## src/rtl/hazard_pkg.sv

```systemverilog
// Shared types and constants for the 5-stage pipeline hazard controller.
package hazard_pkg;

    typedef enum logic {
        RUN      = 1'b0,
        MEM_WAIT = 1'b1
    } hazState_t;

    localparam logic [1:0] FWD_RF = 2'd0;
    localparam logic [1:0] FWD_M  = 2'd1;
    localparam logic [1:0] FWD_W  = 2'd2;

endpackage

```

## src/rtl/hazard_fwd_sel.sv

```systemverilog
// EX-stage operand forwarding select for one ALU source; the MEM-stage result wins over WB.
module hazard_fwd_sel
    import hazard_pkg::*;
#(
    parameter int REG_WIDTH = 4
) (
    input  logic [REG_WIDTH-1:0] rsE,
    input  logic [REG_WIDTH-1:0] writeRegM,
    input  logic                 regWriteM,
    input  logic [REG_WIDTH-1:0] writeRegW,
    input  logic                 regWriteW,
    output logic [1:0]           fwdSel
);

    always_comb begin
        fwdSel = FWD_RF;
        if (regWriteM && (writeRegM == rsE)) begin
            fwdSel = FWD_M;
        end else if (regWriteW && (writeRegW == rsE)) begin
            fwdSel = FWD_W;
        end
    end

endmodule

```

## src/rtl/hazard_ctrl.sv

```systemverilog
// Pipeline sequencer: forwarding selects, load-use bubbles, redirect flushes and memory-wait stalls.
// Define HAZ_PERF_CNT_EN to build the saturating stall/redirect performance counters.
module hazard_ctrl
    import hazard_pkg::*;
#(
    parameter int REG_WIDTH   = 4,
    parameter int MEM_TIMEOUT = 16,
    parameter int CNT_WIDTH   = 16
) (
    input  logic                 clk,
    input  logic                 rst,
    input  logic [REG_WIDTH-1:0] rs1D_i,
    input  logic [REG_WIDTH-1:0] rs2D_i,
    input  logic [REG_WIDTH-1:0] rs1E_i,
    input  logic [REG_WIDTH-1:0] rs2E_i,
    input  logic [REG_WIDTH-1:0] WriteRegE_i,
    input  logic                 RegWriteE_i,
    input  logic                 MemReadE_i,
    input  logic [REG_WIDTH-1:0] WriteRegM_i,
    input  logic                 RegWriteM_i,
    input  logic                 MemReadM_i,
    input  logic                 MemWriteM_i,
    input  logic                 mem_ready_i,
    input  logic                 BranchTakenM_i,
    input  logic                 jumpM_i,
    input  logic [REG_WIDTH-1:0] WriteRegW_i,
    input  logic                 RegWriteW_i,
    output logic [1:0]           alu_src1_o,
    output logic [1:0]           alu_src2_o,
    output logic                 stall_PC_o,
    output logic                 stall_IF_ID_o,
    output logic                 stall_ID_EX_o,
    output logic                 stall_EX_MEM_o,
    output logic                 flush_IF_ID_o,
    output logic                 flush_ID_EX_o,
    output logic                 flush_EX_MEM_o,
    output logic                 mem_err_o,
    output logic [CNT_WIDTH-1:0] stall_cnt_o,
    output logic [CNT_WIDTH-1:0] flush_cnt_o
);

    localparam int                  WD_WIDTH = $clog2(MEM_TIMEOUT + 1);
    localparam logic [WD_WIDTH-1:0] WD_MAX   = WD_WIDTH'(MEM_TIMEOUT);

    hazState_t           state;
    logic [WD_WIDTH-1:0] watchdog;
    logic                memErr;
    logic [1:0]          fwdSel1;
    logic [1:0]          fwdSel2;
    logic                memBusy;
    logic                redirect;
    logic                loadUse;
    logic                holdAll;

    hazard_fwd_sel #(.REG_WIDTH(REG_WIDTH)) fwdSrc1 (
        .rsE       (rs1E_i),
        .writeRegM (WriteRegM_i),
        .regWriteM (RegWriteM_i),
        .writeRegW (WriteRegW_i),
        .regWriteW (RegWriteW_i),
        .fwdSel    (fwdSel1)
    );

    hazard_fwd_sel #(.REG_WIDTH(REG_WIDTH)) fwdSrc2 (
        .rsE       (rs2E_i),
        .writeRegM (WriteRegM_i),
        .regWriteM (RegWriteM_i),
        .writeRegW (WriteRegW_i),
        .regWriteW (RegWriteW_i),
        .fwdSel    (fwdSel2)
    );

    assign alu_src1_o = rst ? FWD_RF : fwdSel1;
    assign alu_src2_o = rst ? FWD_RF : fwdSel2;
    assign mem_err_o  = memErr;

    assign memBusy  = (MemReadM_i || MemWriteM_i) && !mem_ready_i;
    assign redirect = BranchTakenM_i || jumpM_i;
    assign loadUse  = MemReadE_i && RegWriteE_i &&
                      ((WriteRegE_i == rs1D_i) || (WriteRegE_i == rs2D_i));

    // In MEM_WAIT the access is held until ready or the watchdog runs out; the release cycle behaves like RUN.
    assign holdAll = (state == RUN) ? memBusy
                                    : (!mem_ready_i && (watchdog < WD_MAX));

    always_comb begin
        stall_PC_o     = 1'b0;
        stall_IF_ID_o  = 1'b0;
        stall_ID_EX_o  = 1'b0;
        stall_EX_MEM_o = 1'b0;
        flush_IF_ID_o  = 1'b0;
        flush_ID_EX_o  = 1'b0;
        flush_EX_MEM_o = 1'b0;
        if (!rst) begin
            if (holdAll) begin
                stall_PC_o     = 1'b1;
                stall_IF_ID_o  = 1'b1;
                stall_ID_EX_o  = 1'b1;
                stall_EX_MEM_o = 1'b1;
            end else if (redirect) begin
                flush_IF_ID_o  = 1'b1;
                flush_ID_EX_o  = 1'b1;
                flush_EX_MEM_o = 1'b1;
            end else if (loadUse) begin
                stall_PC_o     = 1'b1;
                stall_IF_ID_o  = 1'b1;
                flush_ID_EX_o  = 1'b1;
            end
        end
    end

    always_ff @(posedge clk or posedge rst) begin
        if (rst) begin
            state    <= RUN;
            watchdog <= '0;
            memErr   <= 1'b0;
        end else if (state == RUN) begin
            if (memBusy) begin
                state    <= MEM_WAIT;
                watchdog <= WD_WIDTH'(1);
            end
        end else begin
            if (mem_ready_i) begin
                state    <= RUN;
                watchdog <= '0;
            end else if (watchdog < WD_MAX) begin
                watchdog <= watchdog + 1'b1;
            end else begin
                state    <= RUN;
                watchdog <= '0;
                memErr   <= 1'b1;
            end
        end
    end

`ifdef HAZ_PERF_CNT_EN
    logic [CNT_WIDTH-1:0] stallCnt;
    logic [CNT_WIDTH-1:0] flushCnt;
    logic                 anyStall;
    logic                 redirectFlush;

    assign anyStall      = stall_PC_o || stall_IF_ID_o || stall_ID_EX_o || stall_EX_MEM_o;
    // Only a redirect flushes IF/ID, so it marks redirect cycles.
    assign redirectFlush = flush_IF_ID_o;

    always_ff @(posedge clk or posedge rst) begin
        if (rst) begin
            stallCnt <= '0;
            flushCnt <= '0;
        end else begin
            if (anyStall && (stallCnt != '1)) begin
                stallCnt <= stallCnt + 1'b1;
            end
            if (redirectFlush && (flushCnt != '1)) begin
                flushCnt <= flushCnt + 1'b1;
            end
        end
    end

    assign stall_cnt_o = stallCnt;
    assign flush_cnt_o = flushCnt;
`else
    assign stall_cnt_o = '0;
    assign flush_cnt_o = '0;
`endif

endmodule

```

## config.mk

```make
export PLATFORM = sky130hd
export DESIGN_NAME = hazard_ctrl
export DESIGN_NICKNAME = d
export VERILOG_FILES = /design/src/rtl/hazard_pkg.sv /design/src/rtl/hazard_fwd_sel.sv /design/src/rtl/hazard_ctrl.sv
export SDC_FILE = /design/constraint.sdc
export NUM_CORES = 1
export LEC_CHECK = 0
export ABC_AREA = 0
export BUFFER_PORTS_ARGS = -buffer_cell sky130_fd_sc_hd__buf_4
export CAP_MARGIN = 20
export CORE_MARGIN = 3
export CORE_UTILIZATION = 38
export CTS_CLUSTER_SIZE = 30
export DETAILED_ROUTE_END_ITERATION = 8
export GPL_ROUTABILITY_DRIVEN = 0
export PLACE_DENSITY = 0.81
export SLEW_MARGIN = 20
export SYNTH_ARGS = -nofsm -noshare
export SYNTH_HDL_FRONTEND = slang
export SYNTH_SLANG_ARGS = --single-unit
export TNS_END_PERCENT = 100
```

## constraint.sdc

```tcl
create_clock -name clk -period 4.1 [get_ports clk]
set_input_delay 0.82 -clock clk [delete_from_list [all_inputs] [get_ports clk]]
set_output_delay 0.82 -clock clk [all_outputs]
set_load 0.01 [all_outputs]
```

# [After elaboration in Yosys (flattened, before gate mapping)]
# Cells that the tools add are included.
[totals] wordCells=54 reg_bits=7
[op_classes] n_mux=27 n_reduce_logical=14 eq_ne=6 addsub=1 magnitude_cmp=1 bitwise=2
[op_table] op="$eq 4x4->1" n=6
[op_table] op="$mux 5" n=4
[op_table] op="$mux 1" n=17
[op_table] op="$mux 2" n=6
[op_table] op="$logic_and 1x1->1" n=8
[op_table] op="$add 5x1->5 const B" n=1
[op_table] op="$lt 5x5->1 const B" n=1
[op_table] op="$logic_or 1x1->1" n=3
[op_table] op="$reduce_and 3->1" n=1
[op_table] op="$not 1->1" n=2
[op_table] op="$reduce_bool 2->1" n=1
[op_table] op="$logic_not 1->1" n=1

# [Logic depth before layout (Yosys ltp)]
[depth] word_depth=7 ltp_mapped=5

# [Hierarchy]
# Synthesis repeated with hierarchy kept, for this count alone.
[hier_totals] hier_cells=123 area_unflattened_um2=992.2
[by_module_without_submodules] mod="hazard_ctrl" n_inst=1 seq_area_each_um2=175.2 cells_per_inst=91 area_each_um2=762.0
[by_module_without_submodules] mod="hazard_fwd_sel" n_inst=2 seq_area_each_um2=0.0 cells_per_inst=16 area_each_um2=115.1

# [Least setup slack after synthesis]
# No wires, ideal clock.
[synth_timing] kind="input to output" startpoint="input port rs2E_i[0]" endpoint="output port alu_src2_o[0]" path_stages=4 path_slack_ns=1.400 t_arrival_ns=1.880 n_path_buf=0 path_cell_list="nor2b_1 -> a221o_1 -> or4_4 -> nor2_1"
[synth_between] elab_chain_cells=4
[synth_rtl] element="start: declaration" line="hazard_ctrl.sv:15" rtl="input logic [REG_WIDTH-1:0] rs2E_i,"
[synth_rtl] element="$eq 4x4->1" line="hazard_fwd_sel.sv:17" rtl="if (regWriteM && (writeRegM == rsE)) begin"
[synth_rtl] element="$logic_and 1x1->1" line="hazard_fwd_sel.sv:17"
[synth_rtl] element="$mux 2" line="hazard_fwd_sel.sv:17"
[synth_rtl] element="$mux 2" line="hazard_ctrl.sv:74" rtl="assign alu_src2_o = rst ? FWD_RF : fwdSel2;"
[synth_rtl] element="end: declaration" line="hazard_ctrl.sv:29" rtl="output logic [1:0] alu_src2_o,"
# Every way passes these cells.

# [Worst setup path in the final report]
# Same ends and word-level chain as after synthesis.

==> flow_metrics.py <==
metrics = {
    "power_and_ir_drop": {
        "sequentialPowerShare": 0.320,
        "power_density_nw_per_um2": 197,
        "p_sw_frac": 0.334,
        "p_leak_nw": 0.663,
        "clockPowerShare": 0.252,
        "power_mw": 0.245,
        "peakVddDrop_uv": 128,
        "combPwrFrac": 0.428,
        "power.switching_mw": 0.0817,
        "internal_power_mw": 0.163,
    },
    "logic_synthesis": {
        "synth-seq-cells": 7,
        "seq_area_frac_synth": 0.184,
        "syn_area_um2": 950,
        "yosysMostFrequentCell": "buf_4",
        "synth.area.top_cells": "buf_4, dfrtp_1, xnor2_1",
        "async_flop_share": 1.00,
        "postSynthCellCount": 116,
        "synth-edff-count": 0,
        "yosys_warnings": 0,
        "synth_top_area_frac": 0.277,
        "syn_avg_cell_area_um2": 8.19,
        "synth_cell_types": 31,
        "synthTopCellsByCount": "buf_4, xnor2_1, xor2_1",
        "synth_top_area_cell": "buf_4",
        "ys.flop_type": "dfrtp_1",
    },
    "cts": {
        "cts_tree": "done",
        "cts_root_buf": "clkbuf_4",
        "numCtsBuffers": 3,
        "hold_buffers": 0,
        "cts.clk_slew.worst_paths_ns": 0.05,
        "clkLatencyLatePin_ns": 0.25,
        "clock_sinks": 7,
        "postCtsSetupRepairBufs": 0,
        "cts.repair.resized": 0,
        "htreeDepth": 1,
        "clock_path_buffers": 2,
    },
    "job": {
        "drv_cap": 0,
    },
    "worst_hold_path": {
        "hold_class": "reg -> reg",
    },
    "setup_path": {
        "endpoint": "alu_src2_o[0]",
        "crit_path_start_kind": "input pin",
        "r2r-end": "watchdog[3]",
        "cp.required_ns": 3.28,
        "critical_path_arrival_ns": 2.14,
        "path_max_fanout": 3,
        "critical_path_class": "in -> out",
        "r2r_start": "state",
        "reg2regPathDepth": 4,
        "ff2ff_setup_slack_ns": 2.76,
        "critPathCaptureType": "output pin",
        "startpoint": "rs2E_i[0]",
    },
    "global_routing": {
        "grt_max_degree": 10,
        "grt_use_total": 0.129,
        "grt_pass1_vias": 821,
        "grt-ovfl-total": 0,
        "antenna_found_initial": 0,
        "grt_pass1_wl_mm": 3.33,
    },
    "timing": {
        "rsz0062_at_grt": "false",
        "period_share": 0.721,
        "whs_ns": 0.467,
        "setup-tns-final_ns": 0,
        "final_max_slew_viol_count": 0,
        "finalSetupViolCount": 0,
        "hold_viol_final": 0,
        "fin_crit_ns": 2.96,
        "fin_skew_ns": 0.000918,
        "fmax_ghz": 0.338,
    },
    "layout": {
        "area_growth_pct": 30.6,
        "fin_nets": 207,
        "design_area_um2": 1240,
        "multi_input_area_um2": 602,
        "regArea_um2": 175,
        "num-fill-cells": 223,
        "num_antenna_cells": 0,
        "fin_util": 0.540,
        "drive_above_1_share": 0.367,
    },
    "route": {
        "postRouteAntennaNets": 0,
        "avgViaCountPerCell": 4.38,
        "firstDrtPassIters": 4,
        "wl_per_cell_um": 11.2,
        "drt_iter0_drc": 22,
        "wl_mm": 2.17,
        "vias": 849,
        "route.detailed.drc": 0,
    },
    "placed_design": {
        "port_buffers": 50,
        "post-dp-hpwl_mm": 1.96,
        "postPlaceCellArea_um2": 1210,
    },
    "floorplan": {
        "design.die.area_um2": 3130,
        "die_width_um": 56.0,
        "die_h_um": 56.0,
        "initial_core_util": 0.413,
        "ios": 83,
        "row_count": 17,
        "core_area_um2": 2300,
    },
    "outcome": {
        "status": "completed",
    },
}
-- worst min-delay path by stage --
stage / from / end / slack (ns) / depth (start not counted)
2_1_floorplan: watchdog[3] / watchdog[3] / 0.45 / 1
6_report: mem_err_o / mem_err_o / 0.47 / 1
3_3_place_gp: mem_err_o / mem_err_o / 0.46 / 1
5_1_grt: mem_err_o / mem_err_o / 0.49 / 1
4_1_cts: mem_err_o / mem_err_o / 0.47 / 1
3_5_place_dp: mem_err_o / mem_err_o / 0.46 / 1
-- metal layers --
layer,track usage,vias up,wire [um]
li1,-,427,-
met1,0.130,390,783
met2,0.260,30,1250
met3,0.0162,2,138
met4,0.0508,0,6
met5,0,-,0
-- stage by stage --
| step | cells | setup slack [ns] |
|---|---|---|
| 6_report | 194 | 1.14 |
| 5_1_grt | 194 | 1.12 |
| 4_1_cts | 194 | 1.14 |
| 3_5_place_dp | 190 | 1.14 |
| 3_3_place_gp | 190 | 1.15 |
| 2_1_floorplan | 147 | 1.40 |
-- worst max-delay path: stages --
cell,delay (ns)
buf_4,0.12
nor2b_1,0.12
a221o_1,0.25
or4_4,0.53
nor2_1,0.15
buf_4,0.14
-- logic make-up after synthesis --
kind of cell    share of synthesized area
simple gates                        0.163
flops                               0.184
fa+ha+maj                          0.0132
compound gates                      0.137
other cells                       0.00395
buf+inv                             0.304
xor+xnor                            0.194
-- sequential cells by signal, indices dropped and copies added, names as in the netlist --
| name | flops |
|---|---|
| watchdog | 5 |
| state | 1 |
| mem_err_o | 1 |
-- power by group through the flow --
stage / logic [mW] / registers [mW] / clock network [mW]
after global routing: 0.115 / 0.0790 / 0.0691
after detailed placement: 0.104 / 0.0793 / 0
final: 0.105 / 0.0783 / 0.0618
after global placement: 0.102 / 0.0787 / 0
after CTS: 0.104 / 0.0781 / 0.0632
after floorplan: 0.0801 / 0.0781 / 0
-- cell type report --
cell class / count / area share
Clock buffer: 4 / 0.0212
Inverter: 7 / 0.0212
Multi-Input combinational cell: 98 / 0.485
Sequential cell: 7 / 0.141
Tap cell: 28 / 0.0283
Timing Repair Buffer: 50 / 0.303
-- layout by cell type (no fill, tap or decap), drive strengths merged --
master,Yosys,final
conb,1,32
nor3,3,3
o22ai,2,2
ha,1,1
nand4,2,2
or4,1,1
o22a,1,1
a31oi,1,1
a211o,1,1
nor2b,1,1
clkbuf,0,4
a221o,1,1
nand2b,1,1
xor2,10,10
inv,7,7
nand3,3,3
or3b,1,1
buf,35,50
nand2,4,4
xnor2,11,11
a22o,1,1
o41ai,1,1
nor2,7,7
a31o,3,3
o21ba,1,1
o21ai,6,6
dfrtp,7,7
nor4b,2,2
and3,1,1
Note: power is estimated with default switching activity, not from simulation.
